[config.mk]
export PLATFORM = sky130hd
export DESIGN_NAME = branch_predict_unit
export DESIGN_NICKNAME = d
export VERILOG_FILES = /design/src/rtl/branch_pkg.sv /design/src/rtl/branch_cond_eval.sv /design/src/rtl/branch_predict_unit.sv
export SDC_FILE = /design/constraint.sdc
export NUM_CORES = 1
export LEC_CHECK = 0
export CELL_PAD_IN_SITES_DETAIL_PLACEMENT = 0
export CELL_PAD_IN_SITES_GLOBAL_PLACEMENT = 2
export CORE_MARGIN = 4
export CORE_UTILIZATION = 29
export CTS_CLUSTER_DIAMETER = 50
export DETAILED_ROUTE_END_ITERATION = 10
export PLACE_DENSITY_LB_ADDON = 0.3
export REMOVE_ABC_BUFFERS = 1
export SLEW_MARGIN = 20
export SYNTH_ARGS = -nofsm -noshare
export SYNTH_HDL_FRONTEND = slang
export SYNTH_SLANG_ARGS = --single-unit
[constraint.sdc]
create_clock -name clk -period 4.7 [get_ports clk]
set_input_delay 0.705 -clock clk [delete_from_list [all_inputs] [get_ports clk]]
set_output_delay 0.705 -clock clk [all_outputs]
set_load 0.005 [all_outputs]
[src/rtl/branch_pkg.sv]
// Shared encodings for the branch unit: BrOp fields, funct3 codes and
// 2-bit BHT counter states, plus the saturating counter step.
package branch_pkg;

    localparam int         BROP_JUMP_BIT  = 4;
    localparam logic [1:0] BROP_KIND_NONE = 2'b00;
    localparam logic [1:0] BROP_KIND_COND = 2'b01;

    localparam logic [2:0] F3_BEQ  = 3'b000;
    localparam logic [2:0] F3_BNE  = 3'b001;
    localparam logic [2:0] F3_BLT  = 3'b100;
    localparam logic [2:0] F3_BGE  = 3'b101;
    localparam logic [2:0] F3_BLTU = 3'b110;
    localparam logic [2:0] F3_BGEU = 3'b111;

    typedef logic [1:0] bht_state_t;

    localparam bht_state_t BHT_SNT   = 2'b00;
    localparam bht_state_t BHT_WNT   = 2'b01;
    localparam bht_state_t BHT_WT    = 2'b10;
    localparam bht_state_t BHT_ST    = 2'b11;
    localparam bht_state_t BHT_RESET = BHT_WNT;

    // One step of the 2-bit saturating counter toward the resolved outcome.
    function automatic bht_state_t bht_next(input bht_state_t state, input logic taken);
        bht_state_t nxt;
        nxt = state;
        if (taken) begin
            if (state != BHT_ST) nxt = state + 2'd1;
        end else begin
            if (state != BHT_SNT) nxt = state - 2'd1;
        end
        return nxt;
    endfunction

endpackage

[src/rtl/branch_cond_eval.sv]
// Combinational branch condition resolver: decodes BrOp and compares the
// two register operands for the RV32 conditional branch funct3 codes.
module branch_cond_eval
    import branch_pkg::*;
#(
    parameter int XLEN = 32
) (
    input  logic [XLEN-1:0] RURs1,
    input  logic [XLEN-1:0] RURs2,
    input  logic [4:0]      BrOp,
    output logic            taken,
    output logic            is_cond
);

    logic       is_eq;
    logic       is_lt_s;
    logic       is_lt_u;
    logic [2:0] funct3;

    assign is_eq   = (RURs1 == RURs2);
    assign is_lt_s = ($signed(RURs1) < $signed(RURs2));
    assign is_lt_u = (RURs1 < RURs2);
    assign funct3  = BrOp[2:0];

    always_comb begin
        // NOTE: every output gets a default first so no path through the case infers a latch.
        taken   = 1'b0;
        is_cond = 1'b0;
        if (!BrOp[BROP_JUMP_BIT] && (BrOp[4:3] == BROP_KIND_COND)) begin
            is_cond = 1'b1;
            case (funct3)
                F3_BEQ:  taken = is_eq;
                F3_BNE:  taken = !is_eq;
                F3_BLT:  taken = is_lt_s;
                F3_BGE:  taken = !is_lt_s;
                F3_BLTU: taken = is_lt_u;
                F3_BGEU: taken = !is_lt_u;
                // 010/011 are reserved: behave as no branch at all.
                default: is_cond = 1'b0;
            endcase
        end
    end

endmodule

[src/rtl/branch_predict_unit.sv]
// EX-stage branch resolution with a PC-indexed 2-bit BHT for fetch prediction,
// misprediction redirect and saturating branch/mispredict statistics.
module branch_predict_unit
    import branch_pkg::*;
#(
    parameter int XLEN         = 32,
    parameter int BHT_IDX_BITS = 6,
    parameter int CNT_W        = 32
) (
    input  logic             clk,
    input  logic             rst,
    input  logic [XLEN-1:0]  IF_PC,
    output logic             PredTaken,
    input  logic             ExValid,
    input  logic [XLEN-1:0]  ExPC,
    input  logic [XLEN-1:0]  RURs1,
    input  logic [XLEN-1:0]  RURs2,
    input  logic [4:0]       BrOp,
    input  logic             PredTakenEx,
    output logic             NextPCSrc,
    output logic             Redirect,
    output logic [CNT_W-1:0] BranchCnt,
    output logic [CNT_W-1:0] MispredCnt
);

    localparam int               BHT_ENTRIES = 1 << BHT_IDX_BITS;
    localparam logic [CNT_W-1:0] CNT_ONE     = {{(CNT_W-1){1'b0}}, 1'b1};

    logic                    ex_taken;
    logic                    ex_is_cond;
    logic                    ex_jump;
    logic                    cond_resolved;
    logic                    mispredict;
    logic [BHT_IDX_BITS-1:0] if_idx;
    logic [BHT_IDX_BITS-1:0] ex_idx;

    bht_state_t       bht_q [BHT_ENTRIES];
    bht_state_t       bht_d [BHT_ENTRIES];
    logic [CNT_W-1:0] branch_cnt_q, branch_cnt_d;
    logic [CNT_W-1:0] mispred_cnt_q, mispred_cnt_d;

    // Word-aligned PCs: bits [1:0] and everything above the index are not used.
    logic unused_pc_bits;
    assign unused_pc_bits = ^{IF_PC[XLEN-1:BHT_IDX_BITS+2], IF_PC[1:0],
                              ExPC[XLEN-1:BHT_IDX_BITS+2], ExPC[1:0]};

    branch_cond_eval #(
        .XLEN (XLEN)
    ) u_cond_eval (
        .RURs1   (RURs1),
        .RURs2   (RURs2),
        .BrOp    (BrOp),
        .taken   (ex_taken),
        .is_cond (ex_is_cond)
    );

    assign if_idx        = IF_PC[BHT_IDX_BITS+1:2];
    assign ex_idx        = ExPC[BHT_IDX_BITS+1:2];
    assign ex_jump       = BrOp[BROP_JUMP_BIT];
    assign cond_resolved = ExValid & ex_is_cond;
    assign mispredict    = cond_resolved & (ex_taken != PredTakenEx);

    assign NextPCSrc  = ExValid & (ex_jump | ex_taken);
    assign Redirect   = (ExValid & ex_jump) | mispredict;
    assign PredTaken  = bht_q[if_idx][1];
    assign BranchCnt  = branch_cnt_q;
    assign MispredCnt = mispred_cnt_q;

    always_comb begin
        bht_d = bht_q;
        if (cond_resolved) begin
            bht_d[ex_idx] = bht_next(bht_q[ex_idx], ex_taken);
        end
    end

    always_comb begin
        branch_cnt_d  = branch_cnt_q;
        mispred_cnt_d = mispred_cnt_q;
        if (cond_resolved && !(&branch_cnt_q)) begin
            branch_cnt_d = branch_cnt_q + CNT_ONE;
        end
        if (mispredict && !(&mispred_cnt_q)) begin
            mispred_cnt_d = mispred_cnt_q + CNT_ONE;
        end
    end

    // NOTE: state registers use non-blocking assignments so every flop samples pre-edge values.
    always_ff @(posedge clk) begin
        if (rst) begin
            // NOTE: the BHT is a flop array, so one reset cycle restores every entry to weak-NT.
            for (int i = 0; i < BHT_ENTRIES; i++) begin
                bht_q[i] <= BHT_RESET;
            end
            branch_cnt_q  <= '0;
            mispred_cnt_q <= '0;
        end else begin
            bht_q         <= bht_d;
            branch_cnt_q  <= branch_cnt_d;
            mispred_cnt_q <= mispred_cnt_d;
        end
    end

endmodule

==> flow_summary.json <==
{
  "insertedDiodeCount": 0,
  "netlist_top_cells_area": "dfxtp_1, nor2_1, a211o_1",
  "tritoncts": "built",
  "hold_class": "flop to flop",
  "hpwl_um": 22300,
  "yosys_warnings": 0,
  "grt_max_degree": 91,
  "drtIter0Drc": 614,
  "drv_cap": 0,
  "max_slew_margin_pct": 47.66,
  "core_area_mm2": 0.03378,
  "drv_slew": 0,
  "rrSetupSlack_ns": 1.40,
  "worst_pin_slew_ns": 0.7852,
  "synth.distinct_cells": 53,
  "end_kind": "output pin",
  "critPathKind": "input pin to output pin",
  "die_area_mm2": 0.03760,
  "syn_to_final_growth_pct": 26.87,
  "async_flop_share_pct": 0,
  "synth_top_area_cell": "dfxtp_1",
  "netlist_instances": 1147,
  "wirelength_um": 32430,
  "status": "finished, final reports clean",
  "hold_viol": 0,
  "synthesis.area_mm2": 0.01002,
  "path_max_fanout": 4,
  "htree_levels": 4,
  "root_buffer": "clkbuf_16",
  "dieWidth_um": 193.9,
  "viasPerCell": 5.267,
  "startpoint_type": "input pin",
  "setup-violations-final": 0,
  "fin_crit_sh_pct": 95.27,
  "fin_nets": 1448,
  "syn_area_per_cell_um2": 8.738,
  "power.leakage_nw": 4.131,
  "irDropWorstVdd_mv": 0.1654,
  "gp_congestion": 0.7974,
  "postLayoutCellArea_mm2": 0.01271,
  "ant_nets": 0,
  "crit_arrival_ns": 3.77,
  "n_fill_cell": 3448,
  "vias": 9143,
  "cp.required_ns": 3.99,
  "grt_pass1_vias": 8751,
  "io_buffers": 151,
  "clock_sinks": 192,
  "fin_util_pct": 37.64,
  "grt_pass1_wl_um": 50980,
  "ys_ff_latch": 192,
  "yosysSeqAreaShare_pct": 38.35,
  "dpl_cell_area_mm2": 0.01207,
  "placed_cells_incl_taps": 1705,
  "globalRouteTotalUtil_pct": 16.67,
  "dr.pass1.iters": 6,
  "max-clock-path-buffers": 2,
  "insertion_delay_ns": 0.44,
  "routedWlPerCell_um": 18.68,
  "clock_skew_ns": 0.02029,
  "drive_gt1_share_pct": 7.531,
  "die_h_um": 193.9,
  "ioPinCount": 204,
  "synth_edf_count": 0,
  "cts_buffers": 17,
  "synthFlopType": "dfxtp_1",
  "fmax_ghz": 0.2233,
  "fin_setup_tns_ns": 0,
  "powerDensity_mw_per_mm2": 278.5,
  "start_util_pct": 29.67,
  "cts_hold_buf": 0,
  "instances_no_fill": 1736,
  "overflow": 0,
  "total_power_mw": 3.541,
  "drc_errors": 0,
  "rsz0062_at_grt": "false",
  "synth_top_area_share_pct": 38.35,
  "clkTransAtPathRegs_ns": 0.07,
  "fin_crit_ns": 4.477,
  "antenna_found_initial": 0,
  "num_rows": 67
}
-- stage by stage --
| stage | hold WS (ns) | setup slack (ns) |
|---|---|---|
| floorplan | 0.4705 | 0.5123 |
| global placement | 0.4731 | 0.08114 |
| detailed placement | 0.4944 | 0.03355 |
| CTS | 0.5043 | 0.003984 |
| global route | 0.5183 | 0.04284 |
| finish | 0.4965 | 0.2225 |
-- layout make-up --
| cell class | count | area (um2) | share of cell area, % |
|---|---|---|---|
| well taps | 448 | 560.5 | 4.409 |
| clock buffers | 19 | 442.9 | 3.484 |
| clock inverters | 11 | 177.7 | 1.397 |
| flip-flops and latches | 192 | 3844 | 30.23 |
| multi-input cells | 848 | 5774 | 45.41 |
| inverters | 40 | 150.1 | 1.181 |
| repair buffers | 178 | 1765 | 13.89 |
-- worst max-delay path: stages --
cell and delay [ns]:
clkdlybuf4s50_1 0.46, inv_1 0.04, ha_1 0.28, nand4_1 0.19
nor2_1 0.08, a221o_1 0.34, o31ai_1 0.34, mux2i_1 0.24
nor2_1 0.12, xor2_2 0.19, o21ai_0 0.21, clkdlybuf4s50_1 0.58
-- state kept, by name, indices dropped and copies added (netlist names) --
register    count
bht_q         128
MispredCnt     32
BranchCnt      32
-- Yosys cell counts, drive strengths merged (3+ instances only) --
cell / number
a211o: 64
a211oi: 64
a21oi: 45
a221oi: 16
a22o: 16
a22oi: 35
a31oi: 17
and3: 12
and4: 6
buf: 16
clkbuf: 51
dfxtp: 192
ha: 34
inv: 40
mux2i: 5
mux4: 21
nand2: 61
nand3: 24
nand3b: 5
nand4: 25
nor2: 175
nor2b: 71
nor3: 9
nor3b: 4
nor4: 10
o21ai: 27
o31ai: 12
or2: 3
or3: 21
or4: 17
xnor2: 6
xor2: 22
-- cell usage in the layout (no fill, tap or decap), types with 34 or more instances in the layout --
master / instances
a21oi_1: 44
nor2_1: 174
dfxtp_1: 192
ha_1: 34
inv_1: 40
a211o_1: 64
nand2_1: 61
clkdlybuf4s50_1: 150
nor2b_1: 71
a211oi_1: 64
a22oi_1: 35
-- cell families after synthesis --
group | after synthesis | synth area share, %
buffers and inverters | 107 | 4.594
AND/OR/NAND/NOR | 449 | 22.32
flip-flops | 192 | 38.35
adder cells (fa/ha/maj) | 35 | 4.357
XOR/XNOR | 28 | 2.447
AO/OA/AOI/OAI | 308 | 22.48
multiplexers | 28 | 5.443
-- routing by layer --
layer  routed length, um  global-route usage, %  share of wire, %
met4                 302                  3.177              0.93
met3                1849                  3.632               5.7
met2               14170                  26.22                44
met1               16110                  23.82                50
met5                   0                      0                 0
-- where the power goes --
| group | switching [mW] | leakage (nW) | internal (mW) |
|---|---|---|---|
| registers | 0.00287 | 1.55 | 1.63 |
| clock network | 0.669 | 0.293 | 0.907 |
| logic | 0.184 | 2.29 | 0.150 |
| total | 0.856 | 4.13 | 2.69 |
-- timing repair --
| item | CTS | global route |
|---|---|---|
| resized for setup | 0 | 1 |
| buffers inserted | 0 | 1 |
| setup endpoints to repair | 0 | 1 |
-- final timing paths --
kind / startpoint / to / depth (start not counted)
setup / recovery: RURs2[13] / Redirect / 12
hold reg to reg: MispredCnt[31] / MispredCnt[31] / 2
hold / removal: MispredCnt[31] / MispredCnt[31] / 2
setup reg to reg: MispredCnt[3] / MispredCnt[31] / 9
Note: power is estimated with default switching activity, not from simulation.
